$ cat src/rtl/nios_system_ram_arb_pkg.sv
// Shared types and constants for the two-master RAM arbiter.
package nios_system_ram_arb_pkg;

  localparam int unsigned NUM_MASTERS = 2;

  typedef enum logic [1:0] {
    IDLE = 2'd0,
    OWN0 = 2'd1,
    OWN1 = 2'd2
  } state_e;

endpackage

$ cat src/rtl/nios_system_ram_arb_rr.sv
// Two-way round-robin grant with a last-granted pointer; the pointer moves only on a grant.
module nios_system_ram_arb_rr
  import nios_system_ram_arb_pkg::*;
(
  input  logic                   clk,
  input  logic                   reset_n,
  input  logic [NUM_MASTERS-1:0] req,
  output logic [NUM_MASTERS-1:0] grant
);

  // Index of the master granted last; resets to 1 so master 0 wins first contention.
  logic last_q, last_d;

  always_comb begin
    grant = '0;
    unique case (req)
      2'b01:   grant = 2'b01;
      2'b10:   grant = 2'b10;
      2'b11:   grant = last_q ? 2'b01 : 2'b10;
      default: grant = '0;
    endcase
  end

  always_comb begin
    last_d = last_q;
    if (grant[1]) begin
      last_d = 1'b1;
    end else if (grant[0]) begin
      last_d = 1'b0;
    end
  end

  always_ff @(posedge clk or negedge reset_n) begin
    if (!reset_n) begin
      last_q <= 1'b1;
    end else begin
      last_q <= last_d;
    end
  end

endmodule

$ cat src/rtl/nios_system_ram_arb.sv
// Two-master arbiter for a latency-1 on-chip RAM: round-robin per cycle, optional
// bounded lock ownership when NIOS_SYSTEM_RAM_ARB_LOCK_EN is defined.
module nios_system_ram_arb
  import nios_system_ram_arb_pkg::*;
#(
  parameter int unsigned ADDR_W   = 10,
  parameter int unsigned DATA_W   = 32,
  parameter int unsigned MAX_HOLD = 16
) (
  input  logic                clk,
  input  logic                reset_n,
`ifdef NIOS_SYSTEM_RAM_ARB_LOCK_EN
  input  logic                m0_lock,
  input  logic                m1_lock,
`endif
  input  logic [ADDR_W-1:0]   m0_address,
  input  logic [DATA_W/8-1:0] m0_byteenable,
  input  logic                m0_read,
  input  logic                m0_write,
  input  logic [DATA_W-1:0]   m0_writedata,
  output logic                m0_waitrequest,
  output logic [DATA_W-1:0]   m0_readdata,
  output logic                m0_readdatavalid,
  input  logic [ADDR_W-1:0]   m1_address,
  input  logic [DATA_W/8-1:0] m1_byteenable,
  input  logic                m1_read,
  input  logic                m1_write,
  input  logic [DATA_W-1:0]   m1_writedata,
  output logic                m1_waitrequest,
  output logic [DATA_W-1:0]   m1_readdata,
  output logic                m1_readdatavalid,
  output logic [ADDR_W-1:0]   ram_address,
  output logic [DATA_W/8-1:0] ram_byteenable,
  output logic [DATA_W-1:0]   ram_writedata,
  output logic                ram_chipselect,
  output logic                ram_write,
  output logic                ram_clken,
  input  logic [DATA_W-1:0]   ram_readdata
);

  localparam int unsigned HOLD_W = $clog2(MAX_HOLD + 1);
  // The entry grant is taken in IDLE, so OWNn leaves after MAX_HOLD-1 further grants.
  localparam int unsigned HOLD_LAST = (MAX_HOLD > 1) ? MAX_HOLD - 2 : 0;

  logic [NUM_MASTERS-1:0] req, req_elig, grant, lock;
  state_e                 state_q, state_d;
  logic [HOLD_W-1:0]      hold_q, hold_d;
  logic                   rd_pend_q, rd_pend_d, rd_tag_q, rd_tag_d;
  logic [DATA_W-1:0]      rdata0_q, rdata1_q;

  assign req = {m1_read | m1_write, m0_read | m0_write};

`ifdef NIOS_SYSTEM_RAM_ARB_LOCK_EN
  assign lock = {m1_lock, m0_lock};
`else
  assign lock = '0;
`endif

  nios_system_ram_arb_rr u_rr (
    .clk     (clk),
    .reset_n (reset_n),
    .req     (req_elig),
    .grant   (grant)
  );

  always_ff @(posedge clk or negedge reset_n) begin
    if (!reset_n) begin
      state_q <= IDLE;
      hold_q  <= '0;
    end else begin
      state_q <= state_d;
      hold_q  <= hold_d;
    end
  end

  always_comb begin
    state_d = state_q;
    hold_d  = hold_q;
    unique case (state_q)
      IDLE: begin
        hold_d = '0;
        if (grant[0] && lock[0]) begin
          state_d = OWN0;
        end else if (grant[1] && lock[1]) begin
          state_d = OWN1;
        end
      end
      OWN0: begin
        hold_d = (hold_q == HOLD_W'(MAX_HOLD)) ? hold_q : hold_q + 1'b1;
        if (!lock[0] || hold_q >= HOLD_W'(HOLD_LAST)) begin
          state_d = IDLE;
        end
      end
      OWN1: begin
        hold_d = (hold_q == HOLD_W'(MAX_HOLD)) ? hold_q : hold_q + 1'b1;
        if (!lock[1] || hold_q >= HOLD_W'(HOLD_LAST)) begin
          state_d = IDLE;
        end
      end
      default: state_d = IDLE;
    endcase
  end

  // Requests are masked while in reset and to the owner while locked.
  always_comb begin
    req_elig = req & {NUM_MASTERS{reset_n}};
    unique case (state_q)
      OWN0:    req_elig[1] = 1'b0;
      OWN1:    req_elig[0] = 1'b0;
      default: ;
    endcase
  end

  always_comb begin
    ram_address    = grant[1] ? m1_address    : m0_address;
    ram_byteenable = grant[1] ? m1_byteenable : m0_byteenable;
    ram_writedata  = grant[1] ? m1_writedata  : m0_writedata;
    ram_chipselect = |grant;
    ram_write      = (grant[0] & m0_write) | (grant[1] & m1_write);
    ram_clken      = reset_n;
    m0_waitrequest = ~grant[0];
    m1_waitrequest = ~grant[1];
  end

  assign rd_pend_d = (grant[0] & m0_read) | (grant[1] & m1_read);
  assign rd_tag_d  = grant[1];

  always_ff @(posedge clk or negedge reset_n) begin
    if (!reset_n) begin
      rd_pend_q <= 1'b0;
      rd_tag_q  <= 1'b0;
      rdata0_q  <= '0;
      rdata1_q  <= '0;
    end else begin
      rd_pend_q <= rd_pend_d;
      rd_tag_q  <= rd_tag_d;
      if (m0_readdatavalid) begin
        rdata0_q <= ram_readdata;
      end
      if (m1_readdatavalid) begin
        rdata1_q <= ram_readdata;
      end
    end
  end

  // RAM output is only meaningful the cycle after a read; otherwise show the last value.
  always_comb begin
    m0_readdatavalid = rd_pend_q & ~rd_tag_q;
    m1_readdatavalid = rd_pend_q & rd_tag_q;
    m0_readdata      = m0_readdatavalid ? ram_readdata : rdata0_q;
    m1_readdata      = m1_readdatavalid ? ram_readdata : rdata1_q;
  end

endmodule

$ cat config.mk
export PLATFORM = sky130hd
export DESIGN_NAME = nios_system_ram_arb
export DESIGN_NICKNAME = d
export VERILOG_FILES = /design/src/rtl/nios_system_ram_arb_pkg.sv /design/src/rtl/nios_system_ram_arb_rr.sv /design/src/rtl/nios_system_ram_arb.sv
export SDC_FILE = /design/constraint.sdc
export NUM_CORES = 1
export LEC_CHECK = 0
export ABC_CLOCK_PERIOD_IN_PS = 3600
export CAP_MARGIN = 20
export CORE_MARGIN = 2
export CORE_UTILIZATION = 36
export CTS_CLUSTER_SIZE = 28
export DETAILED_ROUTE_END_ITERATION = 6
export PLACE_DENSITY = 0.86
export SLEW_MARGIN = 30
export SYNTH_ARGS = -nofsm -noshare
export SYNTH_HDL_FRONTEND = slang
export SYNTH_SLANG_ARGS = --single-unit
$ cat constraint.sdc
create_clock -name clk -period 3.6 [get_ports clk]
set_input_delay 0.72 -clock clk [delete_from_list [all_inputs] [get_ports clk]]
set_output_delay 0.72 -clock clk [all_outputs]
set_load 0.03 [all_outputs]
# After elaboration in Yosys (flattened, before gate mapping)
# Index checks and enable logic that the tools add are counted.
# classes
n_eq_ne,3
mux,9
bitwise,14
n_reduce_logical,2
# ops
cell,n
32-bit 2-to-1 mux,3
10-bit 2-to-1 mux,1
1-bit bitwise AND,6
2-bit one-hot mux with 3 select lines,1
2-bit == test (second input constant),2
4-bit 2-to-1 mux,1
1-bit OR,4
1-bit inverter,3
2-bit bitwise AND,1
2-bit by 1-bit == test with 1-bit output (second input constant),1
1-bit 2-to-1 mux,2
2-bit 2-to-1 mux,1
2-bit nonzero test,1
2-bit OR reduction,1
# totals
reg_bits,67
input_bits,130
out_inout_bits,117
wordCells,33

# Depth between registers and ports, before layout
# Gate-level depths: netlist of the first run.
# depth
ltp_word,6
mapped_depth,6
mapped_depth_nobuf,4

# By module
# Synthesis of the first run repeated with hierarchy kept, for this count alone.
# hier_totals
hier_cells,207
area_unflattened_um2,3275.6
# modules_own_cells
mod,n_inst,cells_each,area_each_um2,seq_area_each_um2
nios_system_ram_arb,1,200,3214.3,1651.6
nios_system_ram_arb_rr,1,7,61.3,26.3

# Worst setup path after synthesis of the first run
# OpenSTA, ideal clock, no wires.
# synth_path
path_type,input to output
start,in m1_read
end,out ram_write
arrival_ps,2028
required_time_ps,2880
path_slack_ps,852
path_stages,3
n_path_buf,0
cell_sequence,nor2_1 o221ai_1 o2bb2ai_1
# synth_via
elab_chain_len,6
word_cells_on_any_way,9
classes_between,eq/ne: 3; mux: 1; bitwise: 5
# synth_lines
item,line,rtl
from (decl),nios_system_ram_arb.sv:26,"input logic m1_read,"
1-bit OR *,nios_system_ram_arb.sv:51,"assign req = {m1_read | m1_write, m0_read | m0_write};"
2-bit bitwise AND *,nios_system_ram_arb.sv:106,req_elig = req & {NUM_MASTERS{reset_n}};
2-bit == test / 2-bit by 1-bit == test with 1-bit output (equally long branches),nios_system_ram_arb_rr.sv:16,unique case (req)
2-bit one-hot mux with 3 select lines *,nios_system_ram_arb_rr.sv:16,
1-bit bitwise AND,nios_system_ram_arb.sv:119,ram_write = (grant[0] & m0_write) | (grant[1] & m1_write);
1-bit OR *,nios_system_ram_arb.sv:119,
to (decl),nios_system_ram_arb.sv:36,"output logic ram_write,"
# Mark *: on every way between the ends. The rest lies on a longest branch, timed or not.

# Worst setup path after layout of the first run
# layout_path
start,in m1_read
end,out ram_writedata[15]
# layout_via
elab_chain_len,5
word_cells_on_any_way,7
classes_between,eq/ne: 3; mux: 2; bitwise: 2
# layout_lines
item,line,rtl
1-bit OR *,nios_system_ram_arb.sv:51,
2-bit bitwise AND *,nios_system_ram_arb.sv:106,
2-bit == test / 2-bit by 1-bit == test with 1-bit output (equally long branches),nios_system_ram_arb_rr.sv:16,
2-bit one-hot mux with 3 select lines *,nios_system_ram_arb_rr.sv:16,
32-bit 2-to-1 mux *,nios_system_ram_arb.sv:117,ram_writedata = grant[1] ? m1_writedata : m0_writedata;
to (decl),nios_system_ram_arb.sv:34,"output logic [DATA_W-1:0] ram_writedata,"
# Marked as above.

==> flow_summary.json, run 1 <==
{
  "status": "finished, final reports clean",
  "clock_sinks": 67,
  "dr.pass1.iters": 4,
  "synth-xor-area-share_pct": 0,
  "grt_pass1_wl_mm": 15.6,
  "placement.cell_area_um2": 5710,
  "leakagePower_nw": 2.52,
  "crit_required_ps": 2880,
  "fillers": 626,
  "regToRegSetupSlack_ps": 2150,
  "grt_use_met1_pct": 25.8,
  "stdcell_area_um2": 5910,
  "drc": 0,
  "reg2reg_to": "rdata1_q[4]",
  "maxCapViolations": 0,
  "cts_buffers": 9,
  "max_freq_ghz": 0.288,
  "crit_top_cell": "clkdlybuf4s50_1",
  "wire_per_inst_um": 18.0,
  "critPathSlowestCell": "clkdlybuf4s50_1",
  "cp_max_fo": 18,
  "synth.distinct_cells": 20,
  "fin_setup_tns_ps": 0,
  "pwr_density_cell_nw_per_um2": 621,
  "core_um2": 8640,
  "std_cell_rows": 34,
  "synthMuxAreaShare_pct": 41.4,
  "crit_arrival_ps": 2760,
  "cp.depth": 7,
  "ys_warn_count": 0,
  "synthDominantCellAreaShare_pct": 52.1,
  "cp_cell_sequence": "clkdlybuf4s50_1 -> nor2_1 -> nor3b_4 -> inv_2 -> buf_12 -> mux2_4 -> clkdlybuf4s50_1",
  "cp-end-kind": "output port",
  "fp.dieH_um": 97.8,
  "synthAdderAreaFrac_pct": 0,
  "die_area_um2": 9570,
  "avgSynthCellArea_um2": 15.4,
  "cp_slowest_stage_delay_ps": 600,
  "crit_buf_inv": 4,
  "cp_top_family": "buffers and inverters",
  "hold_path_class": "input port to async pin",
  "seqCellArea_um2": 1680,
  "synth_seq_cells": 67,
  "multi_input_area_um2": 1400,
  "gr-max-usage-layer": "met2",
  "initial_core_util_pct": 36.7,
  "critPathCapture": "ram_writedata[15]",
  "finalSetupViolCount": 0,
  "die_width_um": 97.8,
  "post_cts_buffers": 0,
  "overflow": 0,
  "synth-seq-area-share_pct": 52.9,
  "ctsResizeCount": 0,
  "clk_latency_ps": 330,
  "cts_root_buffer": "clkbuf_8",
  "worstReg2RegStart": "rd_tag_q",
  "dp_hpwl_mm": 8.29,
  "port_buffers": 246,
  "max-vdd-ir-drop_v": 0.000334,
  "cts.clk_slew.worst_paths_ps": 80,
  "ios": 247,
  "rr_worst_depth": 3,
  "gr-usage-met2_pct": 34.8,
  "ant_nets": 0,
  "ctsHoldBuffers": 0,
  "worstMarginPinSlew_ps": 624,
  "synth_top_area_cell": "dfrtp_1",
  "gp_congestion": 0.819,
  "start_kind": "input port",
  "routed-via-count": 2674,
  "vias_per_cell": 4.68,
  "crit_start": "m1_read",
  "final_common_cell": "clkdlybuf4s50_1",
  "drtIter0Drc": 87,
  "layout_common_cells": "213 x clkdlybuf4s50_1, 90 x mux2_2, 66 x dfrtp_1",
  "cts_tree": "built",
  "antenna_found_initial": 0,
  "met3_usage_pct": 7.95,
  "synth_simple_gate_area_share_pct": 1.03,
  "grt_max_degree": 50,
  "h-tree-depth": 3,
  "synth_cells": 206,
  "synth_area_um2": 3170,
  "wirelength_mm": 10.3,
  "area_growth_pct": 86.3,
  "fin_crit_sh_pct": 96.6,
  "skew_ps": 6.68,
  "synth_top_family_by_area": "multiplexers",
  "antenna_cells": 0,
  "period_needed_ps": 3480,
  "drive_above_1_share_pct": 36.7,
  "final_net_count": 588,
  "synth.area.top_cells": "dfrtp_1 52%, mux2_2 32%, mux2_4 9.5%",
  "rsz0062_at_grt": "no",
  "hold_violations": 0,
  "clk_path_buf_depth": 2,
  "slew_headroom_pct": 58.4,
  "synth_nets": 336,
  "grt.total_usage_pct": 21.0,
  "synth_compound_area_share_pct": 1.34,
  "grt_pass1_vias": 2871,
  "drv_slew": 0,
  "worstSetupPathType": "input port to output port"
}
## power breakdown
| part | switching (W) | internal (W) | total [W] |
|---|---|---|---|
| logic | 0.00104 | 0.000917 | 0.00196 |
| registers | 0.0000664 | 0.00101 | 0.00108 |
| clock network | 0.000307 | 0.000328 | 0.000634 |
| total | 0.00141 | 0.00225 | 0.00367 |
## per-layer routing
layer / routed length (µm) / vias up
met2: 5130 / 124
met1: 4200 / 1295
li1: - / 1245
met4: 135 / 0
met5: 0 / -
met3: 793 / 10
## registers in the layout, indices dropped and copies added, names as in the netlist
signal	flops
rd_pend_q	1
rdata1_q	32
rdata0_q	32
rd_tag_q	1
u_rr.last_q	1
## cell type report
class | count | share of cell area (%)
clock inverters | 6 | 1.21
flip-flops and latches | 67 | 28.4
clock buffers | 10 | 2.16
repair buffers | 254 | 41.9
well taps | 108 | 2.29
inverters | 6 | 0.381
multi-input cells | 120 | 23.6
## through the flow
| step | setup WS (ps) | std cells | hold WS [ps] | utilization (%) | power [W] |
|---|---|---|---|---|---|
| after global placement | 168 | 555 | 477 | 66.1 | 0.00302 |
| final | 123 | 571 | 388 | 68.4 | 0.00367 |
| after CTS | 110 | 571 | 377 | 68.4 | 0.00371 |
| after floorplan | 852 | 206 | 424 | - | 0.00220 |
| after detailed placement | 117 | 555 | 481 | 66.1 | 0.00306 |
| after global routing | 57.3 | 571 | 384 | 68.4 | 0.00383 |
## synth_stat cells
master and n:
o221ai_1 1, o21ai_1 1, inv_2 1, inv_1 5, nand2_1 1, nor3b_4 1, buf_2 5, nor2_1 1
o2bb2ai_1 2, mux2_2 90, o21ai_0 1, a31oi_1 1, dfrtp_1 66, clkbuf_1 1, mux2_4 20, dfstp_2 1
nor2b_1 1, buf_4 1, buf_1 3, buf_6 3
## logic make-up (layout without fill, tap and decap cells)
| family | count (synthesis) | after routing |
|---|---|---|
| muxes | 110 | 110 |
| DFF | 67 | 67 |
| buffers and inverters | 19 | 276 |
| AOI/OAI and AO/OA | 6 | 6 |
| and+or+nand+nor | 4 | 4 |
## worst min path at each step
stage / slack [ps] / end / cells past startpoint / startpoint
after detailed placement: 480 / rdata1_q[11] / 1 / rdata1_q[11]
after CTS: 380 / rdata1_q[16] / 2 / reset_n
after floorplan: 420 / rd_pend_q / 0 / reset_n
after global placement: 480 / rdata1_q[4] / 1 / rdata1_q[4]
final: 390 / rdata1_q[16] / 2 / reset_n
after global routing: 380 / rdata1_q[13] / 2 / reset_n
Note: power is estimated with default switching activity, not from simulation.
==> run 2, diff against run 1 <==
--- a/config.mk
+++ b/config.mk
@@ -6,7 +6,7 @@
 export NUM_CORES = 1
 export LEC_CHECK = 0
 export ABC_CLOCK_PERIOD_IN_PS = 3600
-export CAP_MARGIN = 20
+export CAP_MARGIN = 30
 export CORE_MARGIN = 2
 export CORE_UTILIZATION = 36
 export CTS_CLUSTER_SIZE = 28
==> results of run 2 <==
Final layout, timing and power as in run 1 (identical DEF).
==> run 3, diff against run 2 <==
--- a/config.mk
+++ b/config.mk
@@ -7,11 +7,11 @@
 export LEC_CHECK = 0
 export ABC_CLOCK_PERIOD_IN_PS = 3600
 export CAP_MARGIN = 30
-export CORE_MARGIN = 2
-export CORE_UTILIZATION = 36
+export CORE_AREA = 2 2 96 98
 export CTS_CLUSTER_SIZE = 28
 export DETAILED_ROUTE_END_ITERATION = 6
-export PLACE_DENSITY = 0.86
+export DIE_AREA = 0 0 98 100
+export DONT_BUFFER_PORTS = 1
 export SLEW_MARGIN = 30
 export SYNTH_ARGS = -nofsm -noshare
 export SYNTH_HDL_FRONTEND = slang
==> flow_summary.json, run 3 (same netlist as run 1, synthesis figures left out) <==
{
  "vias_per_cell": 5.29,
  "final_common_cell": "mux2_2",
  "seqCellArea_um2": 1680,
  "antenna_cells": 0,
  "rsz0062_at_grt": "no",
  "cp_slowest_stage_delay_ps": 680,
  "antenna_found_initial": 0,
  "cp_cell_sequence": "nor2_1 -> o221ai_1 -> o2bb2ai_1",
  "dr.pass1.iters": 4,
  "period_needed_ps": 2830,
  "fin_crit_sh_pct": 78.7,
  "core_um2": 8890,
  "drive_above_1_share_pct": 62.6,
  "share_seq_of_total_power_pct": 36.8,
  "crit_arrival_ps": 2110,
  "start_kind": "input port",
  "die_width_um": 98,
  "ant_nets": 0,
  "ios": 247,
  "cts.clk_slew.worst_paths_ps": 70,
  "drtIter0Drc": 33,
  "crit_required_ps": 2880,
  "drv_slew": 0,
  "switching_power_w": 0.00122,
  "status": "finished, final reports clean",
  "worstSetupPathType": "input port to output port",
  "worstMarginPinSlew_ps": 849,
  "layout_common_cells": "90 x mux2_2, 66 x dfrtp_1, 20 x mux2_4",
  "top_regs": "rdata0_q (32), rdata1_q (32)",
  "grt_pass1_vias": 1764,
  "critPathSlowestCell": "o2bb2ai_1",
  "power_w": 0.00291,
  "max-vdd-ir-drop_v": 0.000355,
  "final_util_pct": 39.1,
  "wirelength_mm": 7.10,
  "max_freq_ghz": 0.353,
  "p_clk_share_pct": 21.4,
  "grt.total_usage_pct": 13.2,
  "std_cell_rows": 35,
  "worstReg2RegStart": "rd_tag_q",
  "die_area_um2": 9800,
  "slew_headroom_pct": 43.4,
  "cts_tree": "built",
  "cp_top_family": "compound AO/OA/AOI/OAI gates",
  "grt_max_degree": 71,
  "h-tree-depth": 3,
  "hold_path_class": "input port to async pin",
  "initial_core_util_pct": 35.7,
  "gp_congestion": 0.695,
  "crit_buf_inv": 0,
  "p_comb_share_pct": 41.8,
  "area_growth_pct": 9.71,
  "hold_violations": 0,
  "final_net_count": 338,
  "fin_hold_ws_ps": 87.9,
  "clk_path_buf_depth": 2,
  "switching_share_pct": 41.9,
  "ctsHoldBuffers": 0,
  "port_buffers": 0,
  "clock_sinks": 67,
  "skew_ps": 6.27,
  "ctsResizeCount": 0,
  "dp_hpwl_mm": 5.45,
  "wire_per_inst_um": 22.0,
  "grt_pass1_wl_mm": 9.88,
  "fp.dieH_um": 100,
  "fillers": 841,
  "leakagePower_nw": 1.51,
  "finalSetupViolCount": 0,
  "clk_latency_ps": 320,
  "maxCapViolations": 0,
  "multi_input_area_um2": 1400,
  "overflow": 0,
  "fin_setup_tns_ps": 0,
  "crit_start": "m1_read",
  "cp_max_fo": 3,
  "cts_root_buffer": "clkbuf_8",
  "internal_power_w": 0.00169,
  "cts_buffers": 9,
  "drc": 0,
  "routed-via-count": 1704,
  "post_cts_buffers": 0,
  "cp-end-kind": "output port",
  "pwr_density_cell_nw_per_um2": 836
}
==> run 3: changes by cell type in the layout (fill, tap and decap cells not counted) <==
cell,previous run,this run
clkinv_2,0,1
clkbuf_1,1,0
buf_4,37,3
clkinvlp_4,2,0
inv_6,3,0
clkdlybuf4s50_1,213,0
buf_12,3,1
clkbuf_8,9,12
buf_2,1,0
==> run 3: layout make-up <==
class	count	share of cell area, %
well taps	111	3.99
repair buffers	4	1.22
clock buffers	12	4.75
multi-input cells	120	40.1
flip-flops and latches	67	48.2
clock inverters	2	1.01
inverters	6	0.647
==> run 3: path summary, 6_finish.rpt <==
check	endpoint	slack, ps	depth (start not counted)
setup / recovery	ram_write	770	3
hold / removal	rdata1_q[17]	90	0
setup reg to reg	rdata1_q[14]	1910	3
hold reg to reg	u_rr.last_q	510	2
max in group asynchronous	u_rr.last_q	3340	0
min in group clk	u_rr.last_q	510	2
==> run 3: worst reg2reg max path, cell delays in order (launching register included) <==
cell and delay [ps]:
dfrtp_1 400, nand2_1 210, buf_4 420, mux2_2 520
==> run 3: power by group through the flow <==
| stage | registers (W) | clock network (W) | logic (W) |
|---|---|---|---|
| 5_1_grt | 0.00109 | 0.000681 | 0.00127 |
| 3_5_place_dp | 0.00109 | 0 | 0.00123 |
| 2_1_floorplan | 0.00106 | 0 | 0.00113 |
| 4_1_cts | 0.00107 | 0.000652 | 0.00123 |
| 6_report | 0.00107 | 0.000622 | 0.00122 |
| 3_3_place_gp | 0.00107 | 0 | 0.00122 |
==> run 3: per-layer routing <==
metal  part of all wire, %  track usage, %
met1                    40            16.8
met2                    49            20.4
met3                   9.5            5.71
met4                   1.2            4.59
met5                     0               0
==> run 3: stage by stage <==
stage	setup WS, ps	instance area (µm²)	instances
final	766	3480	322
after global routing	685	3480	322
after CTS	758	3480	322
after detailed placement	767	3280	308
after global placement	805	3280	308
after floorplan	852	3170	206
